### src/rtl/rsa_pkg.sv
// Shared definitions for the RSA byte-stream framer.
//   RSA_W / RSA_NB : operand width in bits and bytes per block
//   framer_state_t : framer FSM state encoding with S_* constants
package rsa_pkg;

    localparam int unsigned RSA_W  = 256;
    localparam int unsigned RSA_NB = RSA_W / 8;

    typedef logic [2:0] framer_state_t;

    localparam framer_state_t S_FILL      = 3'd0;
    localparam framer_state_t S_CHECK     = 3'd1;
    localparam framer_state_t S_LAUNCH    = 3'd2;
    localparam framer_state_t S_WAIT_BUSY = 3'd3;
    localparam framer_state_t S_WAIT_DONE = 3'd4;
    localparam framer_state_t S_DRAIN     = 3'd5;

endpackage

### src/rtl/rsa_byte_framer.sv
// Byte-stream front/back end for the W-bit modular exponentiator.
// Gathers NB plaintext bytes (MSB first) into one block, rejects blocks >= key_n,
// launches the exponentiator with the public key, captures its result and streams
// NB ciphertext bytes back out (MSB first).
//
// Ports:
//   clk, rst                    clock, asynchronous active-high reset
//   in_data_i/in_valid_i        plaintext byte stream
//   in_ready_o                  byte accepted this cycle (registered)
//   out_data_o/out_valid_o      ciphertext byte stream (out_valid registered)
//   out_ready_i                 downstream accepts out_data_o
//   key_n_i, key_e_i            modulus and public exponent, static while busy
//   me_start_o                  one-cycle start pulse to the exponentiator
//   me_base_o/me_exp_o/me_n_o   exponentiator operands
//   me_result_i, me_ready_i     exponentiator result, idle/done flag
//   err_range_o                 one-cycle pulse when a block is rejected
//   busy_o                      high outside S_FILL
//   blk_count_o                 completed blocks, wrapping
module rsa_byte_framer
    import rsa_pkg::*;
#(
    parameter int unsigned W  = RSA_W,
    parameter int unsigned NB = W / 8
) (
    input  logic         clk,
    input  logic         rst,
    input  logic [7:0]   in_data_i,
    input  logic         in_valid_i,
    output logic         in_ready_o,
    output logic [7:0]   out_data_o,
    output logic         out_valid_o,
    input  logic         out_ready_i,
    input  logic [W-1:0] key_n_i,
    input  logic [W-1:0] key_e_i,
    output logic         me_start_o,
    output logic [W-1:0] me_base_o,
    output logic [W-1:0] me_exp_o,
    output logic [W-1:0] me_n_o,
    input  logic [W-1:0] me_result_i,
    input  logic         me_ready_i,
    output logic         err_range_o,
    output logic         busy_o,
    output logic [15:0]  blk_count_o
);

    localparam int unsigned CntW = (NB > 1) ? $clog2(NB) : 1;
    localparam logic [CntW-1:0] CntLast = CntW'(NB - 1);

    framer_state_t   state_q, state_d;
    logic [CntW-1:0] cnt_q, cnt_d;
    logic [W-1:0]    in_shift_q, in_shift_d;
    logic [W-1:0]    out_shift_q, out_shift_d;
    logic [W-1:0]    base_q, base_d;
    logic [W-1:0]    exp_q, exp_d;
    logic [W-1:0]    n_q, n_d;
    logic            in_ready_q, in_ready_d;
    logic            out_valid_q, out_valid_d;
    logic            start_q, start_d;
    logic            err_q, err_d;
    logic [15:0]     blk_count_q, blk_count_d;

    always_comb begin
        state_d     = state_q;
        cnt_d       = cnt_q;
        in_shift_d  = in_shift_q;
        out_shift_d = out_shift_q;
        base_d      = base_q;
        exp_d       = exp_q;
        n_d         = n_q;
        in_ready_d  = in_ready_q;
        out_valid_d = out_valid_q;
        start_d     = 1'b0;  // start is only ever raised for the launch cycle
        err_d       = 1'b0;
        blk_count_d = blk_count_q;

        case (state_q)
            S_FILL: begin
                in_ready_d = 1'b1;
                if (in_valid_i && in_ready_q) begin
                    in_shift_d = {in_shift_q[W-9:0], in_data_i};
                    if (cnt_q == CntLast) begin
                        // Drop ready on the accepting edge so byte NB+1 is never taken.
                        cnt_d      = '0;
                        in_ready_d = 1'b0;
                        state_d    = S_CHECK;
                    end else begin
                        cnt_d = cnt_q + 1'b1;
                    end
                end
            end
            S_CHECK: begin
                if (in_shift_q >= key_n_i) begin
                    err_d      = 1'b1;
                    in_shift_d = '0;
                    in_ready_d = 1'b1;
                    state_d    = S_FILL;
                end else begin
                    state_d = S_LAUNCH;
                end
            end
            S_LAUNCH: begin
                if (me_ready_i) begin
                    base_d  = in_shift_q;
                    exp_d   = key_e_i;
                    n_d     = key_n_i;
                    start_d = 1'b1;
                    state_d = S_WAIT_BUSY;
                end
            end
            S_WAIT_BUSY: begin
                // me_ready is still idle-high while the start pulse is in flight.
                if (!me_ready_i) begin
                    state_d = S_WAIT_DONE;
                end
            end
            S_WAIT_DONE: begin
                if (me_ready_i) begin
                    out_shift_d = me_result_i;
                    out_valid_d = 1'b1;
                    state_d     = S_DRAIN;
                end
            end
            S_DRAIN: begin
                if (out_valid_q && out_ready_i) begin
                    out_shift_d = {out_shift_q[W-9:0], 8'h00};
                    if (cnt_q == CntLast) begin
                        cnt_d       = '0;
                        out_valid_d = 1'b0;
                        blk_count_d = blk_count_q + 16'd1;
                        in_ready_d  = 1'b1;
                        state_d     = S_FILL;
                    end else begin
                        cnt_d = cnt_q + 1'b1;
                    end
                end
            end
            default: begin
                state_d = S_FILL;
            end
        endcase
    end

    always_ff @(posedge clk or posedge rst) begin
        if (rst) begin
            state_q     <= S_FILL;
            cnt_q       <= '0;
            in_shift_q  <= '0;
            out_shift_q <= '0;
            base_q      <= '0;
            exp_q       <= '0;
            n_q         <= '0;
            in_ready_q  <= 1'b0;
            out_valid_q <= 1'b0;
            start_q     <= 1'b0;
            err_q       <= 1'b0;
            blk_count_q <= '0;
        end else begin
            state_q     <= state_d;
            cnt_q       <= cnt_d;
            in_shift_q  <= in_shift_d;
            out_shift_q <= out_shift_d;
            base_q      <= base_d;
            exp_q       <= exp_d;
            n_q         <= n_d;
            in_ready_q  <= in_ready_d;
            out_valid_q <= out_valid_d;
            start_q     <= start_d;
            err_q       <= err_d;
            blk_count_q <= blk_count_d;
        end
    end

    assign in_ready_o  = in_ready_q;
    assign out_data_o  = out_shift_q[W-1 -: 8];
    assign out_valid_o = out_valid_q;
    assign me_start_o  = start_q;
    assign me_base_o   = base_q;
    assign me_exp_o    = exp_q;
    assign me_n_o      = n_q;
    assign err_range_o = err_q;
    assign busy_o      = (state_q != S_FILL);
    assign blk_count_o = blk_count_q;

endmodule

### config.mk
export PLATFORM = sky130hd
export DESIGN_NAME = rsa_byte_framer
export DESIGN_NICKNAME = d
export VERILOG_FILES = /design/src/rtl/rsa_pkg.sv /design/src/rtl/rsa_byte_framer.sv
export SDC_FILE = /design/constraint.sdc
export NUM_CORES = 2
export LEC_CHECK = 0
export CAP_MARGIN = 15
export CORE_AREA = 2 2 607 609
export DETAILED_ROUTE_END_ITERATION = 10
export DIE_AREA = 0 0 609 611
export DONT_BUFFER_PORTS = 1
export PLACE_DENSITY = 0.4
export SKIP_LAST_GASP = 1
export SYNTH_ARGS = -nofsm -noshare
export SYNTH_HDL_FRONTEND = slang
export SYNTH_SLANG_ARGS = --single-unit
### constraint.sdc
create_clock -name clk -period 47.4 [get_ports clk]
set_input_delay 4.74 -clock clk [delete_from_list [all_inputs] [get_ports clk]]
set_output_delay 4.74 -clock clk [all_outputs]
set_load 0.1 [all_outputs]
After elaboration in Yosys (flattened, before gate mapping)
Index checks and enable logic that the tools add are counted.

Bits in registers: 1308. Bits of input ports: 781.

Add/sub/neg operators: 2. Reductions and logical operators: 16. Eq/ne operators: 14. Mux-type cells: 33. $lt $le $gt $ge: 1.

Operator list (number): $mux 256 (4); $pmux 256 s2 (2); $ge 256x256->1 (1); $mux 3 (7); $pmux 3 s6 (1); $add 16x1->16 const B (1); $ne 2x2->1 const B (8); $mux 5 (3); $mux 1 (12); $reduce_and 3->1 (4); $pmux 5 s2 (1); $reduce_and 4->1 (2); $reduce_and 7->1 (1); $eq 3x2->1 const B (2); $eq 3x3->1 const B (2); $reduce_bool 2->1 (3); $reduce_bool 3->1 (2); $add 5x1->5 const B (1); $eq 5x5->1 const B (1); $eq 3x1->1 const B (1); $logic_not 3->1 (1); $pmux 1 s3 (1); $logic_and 1x1->1 (2); $mux 2 (1); other kinds (2) (2).

Logic depth before layout (Yosys ltp)
Depth after elaboration: 4. Depth in mapped cells: 13.

Worst setup path before layout
Ideal clock, no wire load.

Path type: in2reg. Start point: in key_n_i[41]. End point: reg in_ready_q, in the netlist in_ready_o. Required time: 47.275 ns. Arrival time: 7.209 ns. Slack: 40.066 ns. Library setup time: 0.125 ns. Path buffers: 2. Stages on the path: 12. Path through: inv_1 -> ha_1 -> a21oi_1 -> o21ai_1 -> a221o_1 -> a2111o_1 -> and4bb_1 -> o32ai_2 -> or3_1 -> buf_2 -> buf_6 -> o31a_1.

Word-level cells in the longest chain between the ends: 3.

RTL lines: start, declared (line rsa_byte_framer.sv:33) `input logic [W-1:0] key_n_i,`; $ge 256x256->1 (line rsa_byte_framer.sv:92) `if (in_shift_q >= key_n_i) begin`; $ne 2x2->1 (no source line); $reduce_and 4->1 (no source line); end signal, assigned (line rsa_byte_framer.sv:165) `in_ready_q <= in_ready_d;`; end, declared (line rsa_byte_framer.sv:56) `logic in_ready_q, in_ready_d;`.

Every way passes these cells. A chain may end at the register's enable or synchronous reset.

Worst setup path after layout
Start point: in key_n_i[245]. End point: reg in_shift_q[100].

Word-level cells in the longest chain between the ends: 3.

RTL lines: $ge 256x256->1 (line rsa_byte_framer.sv:92); $ne 2x2->1 (no source line); $reduce_and 3->1 (no source line); end signal, assigned (line rsa_byte_framer.sv:160) `in_shift_q <= in_shift_d;`; end, declared (line rsa_byte_framer.sv:51) `logic [W-1:0] in_shift_q, in_shift_d;`.

Every way passes these cells.

==> PnR_summary.wiki <==
{| class="wikitable"
! Metric !! Value
|-
| Port Buf Inserts || 0
|-
| Fraction of final layout cells with drive strength greater than 1 || 0.270
|-
| CP startpoint kind || primary input
|-
| Chip width || 609 um
|-
| Most frequent cell after synthesis || sky130_fd_sc_hd__dfrtp_1
|-
| Global-route total usage across every layer || 0.165
|-
| Post-synthesis cell area || 0.0591 mm^2
|-
| Maximum achievable frequency || 110 MHz
|-
| Most frequently used flop master after synthesis || sky130_fd_sc_hd__dfrtp_1
|-
| Total wire length || 318000 um
|-
| Sequence of cells on the critical path || inv_1, ha_1, a211oi_1, nor2_1, o21ai_0, a31oi_1, nor4_1, nand3_1, o41ai_4, buf_4, buf_4, o2bb2ai_2
|-
| Most used cell, CP || sky130_fd_sc_hd__buf_4
|-
| Total of flip-flops plus latches after synthesis || 1308
|-
| Setup TNS || 0 ns
|-
| Number of hold-slack violations in the final timing report || 0
|-
| Status || finished, final reports clean
|-
| Synth top area cells || sky130_fd_sc_hd__dfrtp_1, sky130_fd_sc_hd__mux2_2, sky130_fd_sc_hd__ha_1
|-
| Final clock skew || 0.0777 ns
|-
| Number of enable-type register cells in the synthesized netlist || 0
|-
| Critical Path End Type || flop
|-
| Largest net degree at the start of global routing || 211
|-
| Top cell types by occurrence after synthesis || sky130_fd_sc_hd__dfrtp_1, sky130_fd_sc_hd__mux2_2, sky130_fd_sc_hd__nand2_1
|-
| Buffers and inverters on the worst path || 3
|-
| Clock transition at the register clock pins on the worst setup and hold paths after CTS || 0.06 ns
|-
| Number of fill cells || 39717
|-
| Kind of path behind the tightest hold check || flop to flop
|-
| Routed via count || 41501
|-
| Net count reported at finish || 6070
|-
| Final worst-path cycle share || 0.192
|-
| Clock network latency to the later pin of the worst-skew pair || 0.89 ns
|-
| Number of unique standard cell types used by synthesis || 59
|-
| Wire length of the first global-routing pass || 417000 um
|-
| Resized cells post-CTS || 0
|-
| Boundary pin count || 1578
|-
| Initial core utilization || 0.162
|-
| Remaining Overflow, GRT || 0
|-
| Via count of the first global-routing pass || 42308
|-
| Data required time at the worst endpoint || 48.18 ns
|-
| Seq. cell area || 0.0327 mm^2
|-
| Number of sinks handled by clock tree synthesis || 1308
|-
| Area taken by multi-input logic gates || 0.0240 mm^2
|-
| DPL Wire Length || 254000 um
|-
| Crit path max-delay cell type || sky130_fd_sc_hd__nor4_1
|-
| Worst stage delay on the critical path || 1.02 ns
|-
| Post-Syn Nets || 5989
|-
| Setup violations, final || 0
|-
| Synth-to-Final Area Change || 21.1%
|-
| Warnings, synthesis || 0
|-
| Router iterations before antenna repair || 5
|-
| Std cell rows || 222
|-
| Area of the die || 0.372 mm^2
|-
| Post-synthesis average cell area || 11.9 um^2
|-
| Final estimated routing congestion in global placement || 0.887
|-
| Initial detailed-routing violation count || 3147
|-
| Number of antenna violations at the first check in global routing || 143
|-
| Rel. slew slack || 0.132
|-
| Worst Path Arrival || 9.89 ns
|-
| Fraction of synthesized cell area taken by the top area cell type || 0.554
|-
| Fraction of registers with async set or reset after synthesis || 1.00
|-
| Number of nets with antenna violations after detailed routing || 0
|-
| Placeable core region || 0.365 mm^2
|-
| Number of buffers added for setup after CTS || 0
|-
| Crit path time final || 9.11 ns
|-
| Clock tree from TritonCTS || done
|-
| Crit-path leading delay family || compound AO/OA/AOI/OAI gates
|-
| Register area share after synthesis || 0.554
|-
| Routed len/inst || 31.7 um
|-
| Clock root buffer master || sky130_fd_sc_hd__clkbuf_16
|-
| # H-tree levels || 4
|-
| Number of standard cells after synthesis || 4949
|-
| Setup repair after global routing missed its margin || no
|-
| Max Fanout on Critical Path || 40
|-
| DRC errors left || 0
|-
| Type of the worst setup path || primary input to flop
|-
| Max clock buf depth || 4
|-
| Measured slew at the worst slew-check pin || 1.30 ns
|-
| Most area-hungry cell type in the Yosys netlist || sky130_fd_sc_hd__dfrtp_1
|-
| Count of max-cap constraint violations || 0
|-
| Final max-slew violation count || 0
|-
| Hold bufs inserted after CTS || 0
|-
| Floorplan die height || 611 um
|-
| Via count normalized by instance count || 4.14
|-
| Number of CTS-inserted buffers || 167
|}
-- registers in the layout (all words and copies together), names as in the netlist --
signal       flops
in_shift_q     256
me_base_o      256
me_exp_o       256
me_n_o         256
out_shift_q    256
blk_count_o     16
cnt_q            5
state_q          3
err_range_o      1
in_ready_o       1
me_start_o       1
out_valid_o      1
-- cell type report --
| type | instances | share of cell area |
|---|---|---|
| clock inverters | 60 | 0.0117 |
| multi-input cells | 3056 | 0.336 |
| inverters | 272 | 0.0144 |
| repair buffers | 225 | 0.0256 |
| clock buffers | 243 | 0.0683 |
| well taps | 4816 | 0.0843 |
| flip-flops and latches | 1308 | 0.458 |
| diodes | 52 | 0.00182 |
-- cell families (layout without fill, tap and decap cells) --
| kind of cell | Yosys count | count (layout) | synth area share |
|---|---|---|---|
| xor gates and xnor gates | 15 | 15 | 0.00222 |
| buffers and inverters | 585 | 800 | 0.0404 |
| DFF | 1308 | 1308 | 0.554 |
| muxes | 839 | 839 | 0.159 |
| other | 0 | 52 | 0 |
| adders and majority gates | 259 | 259 | 0.0549 |
| and+or+nand+nor | 1014 | 1014 | 0.0701 |
| AOI/OAI and AO/OA | 929 | 929 | 0.120 |
-- metrics by stage --
step                area, um^2  setup slack (ns)  cells  utilization  hold slack, ns
detailed placement       65500             36.96   9668        0.180           0.497
CTS                      71300             37.87   9971        0.195           0.505
floorplan                59100              5.79   4949            -           0.465
finish                   71500             38.29  10032        0.196           0.493
global route             71400             37.80  10007        0.196           0.527
global placement         65500             36.99   9668        0.180           0.486
-- cells in the final DEF, fill, tap and decap left out, drive strengths merged, types with 13 or more instances in the layout --
master   count
dfrtp     1308
mux2       772
nand2      575
nor2       286
inv        285
ha         259
a31oi      253
clkbuf     247
buf        221
a22oi      192
o2bb2ai    191
a21oi      170
mux2i       67
nand4       63
o21ai       54
diode       52
nand3       39
clkinv      32
a21o        18
bufinv      13
nor3        13
nor4        13
-- layer usage --
metal  vias up  GRT usage  routed length [um]
met2      1606      0.278              154000
met5         -          0                 150
met4        24     0.0500                9930
li1      17864          -                   -
met3       482     0.0809               36800
met1     21525      0.181              117000
-- final timing paths --
| kind | from | slack, ns | endpoint | depth (start not counted) |
|---|---|---|---|---|
| worst max-delay path | key_n_i[245] | 38.29 | in_shift_q[100] | 12 |
| max in group asynchronous | rst | 39.73 | me_exp_o[78] | 5 |
| min in group asynchronous | rst | 3.84 | me_exp_o[16] | 1 |
| worst min-delay path | blk_count_o[9] | 0.49 | blk_count_o[9] | 1 |
| worst min register to register | blk_count_o[9] | 0.49 | blk_count_o[9] | 1 |
| worst max register to register | out_valid_o | 41.36 | out_shift_q[223] | 10 |
Power is not shown: default switching activity piles up to over one toggle a cycle in this logic, so the estimate is an artifact.
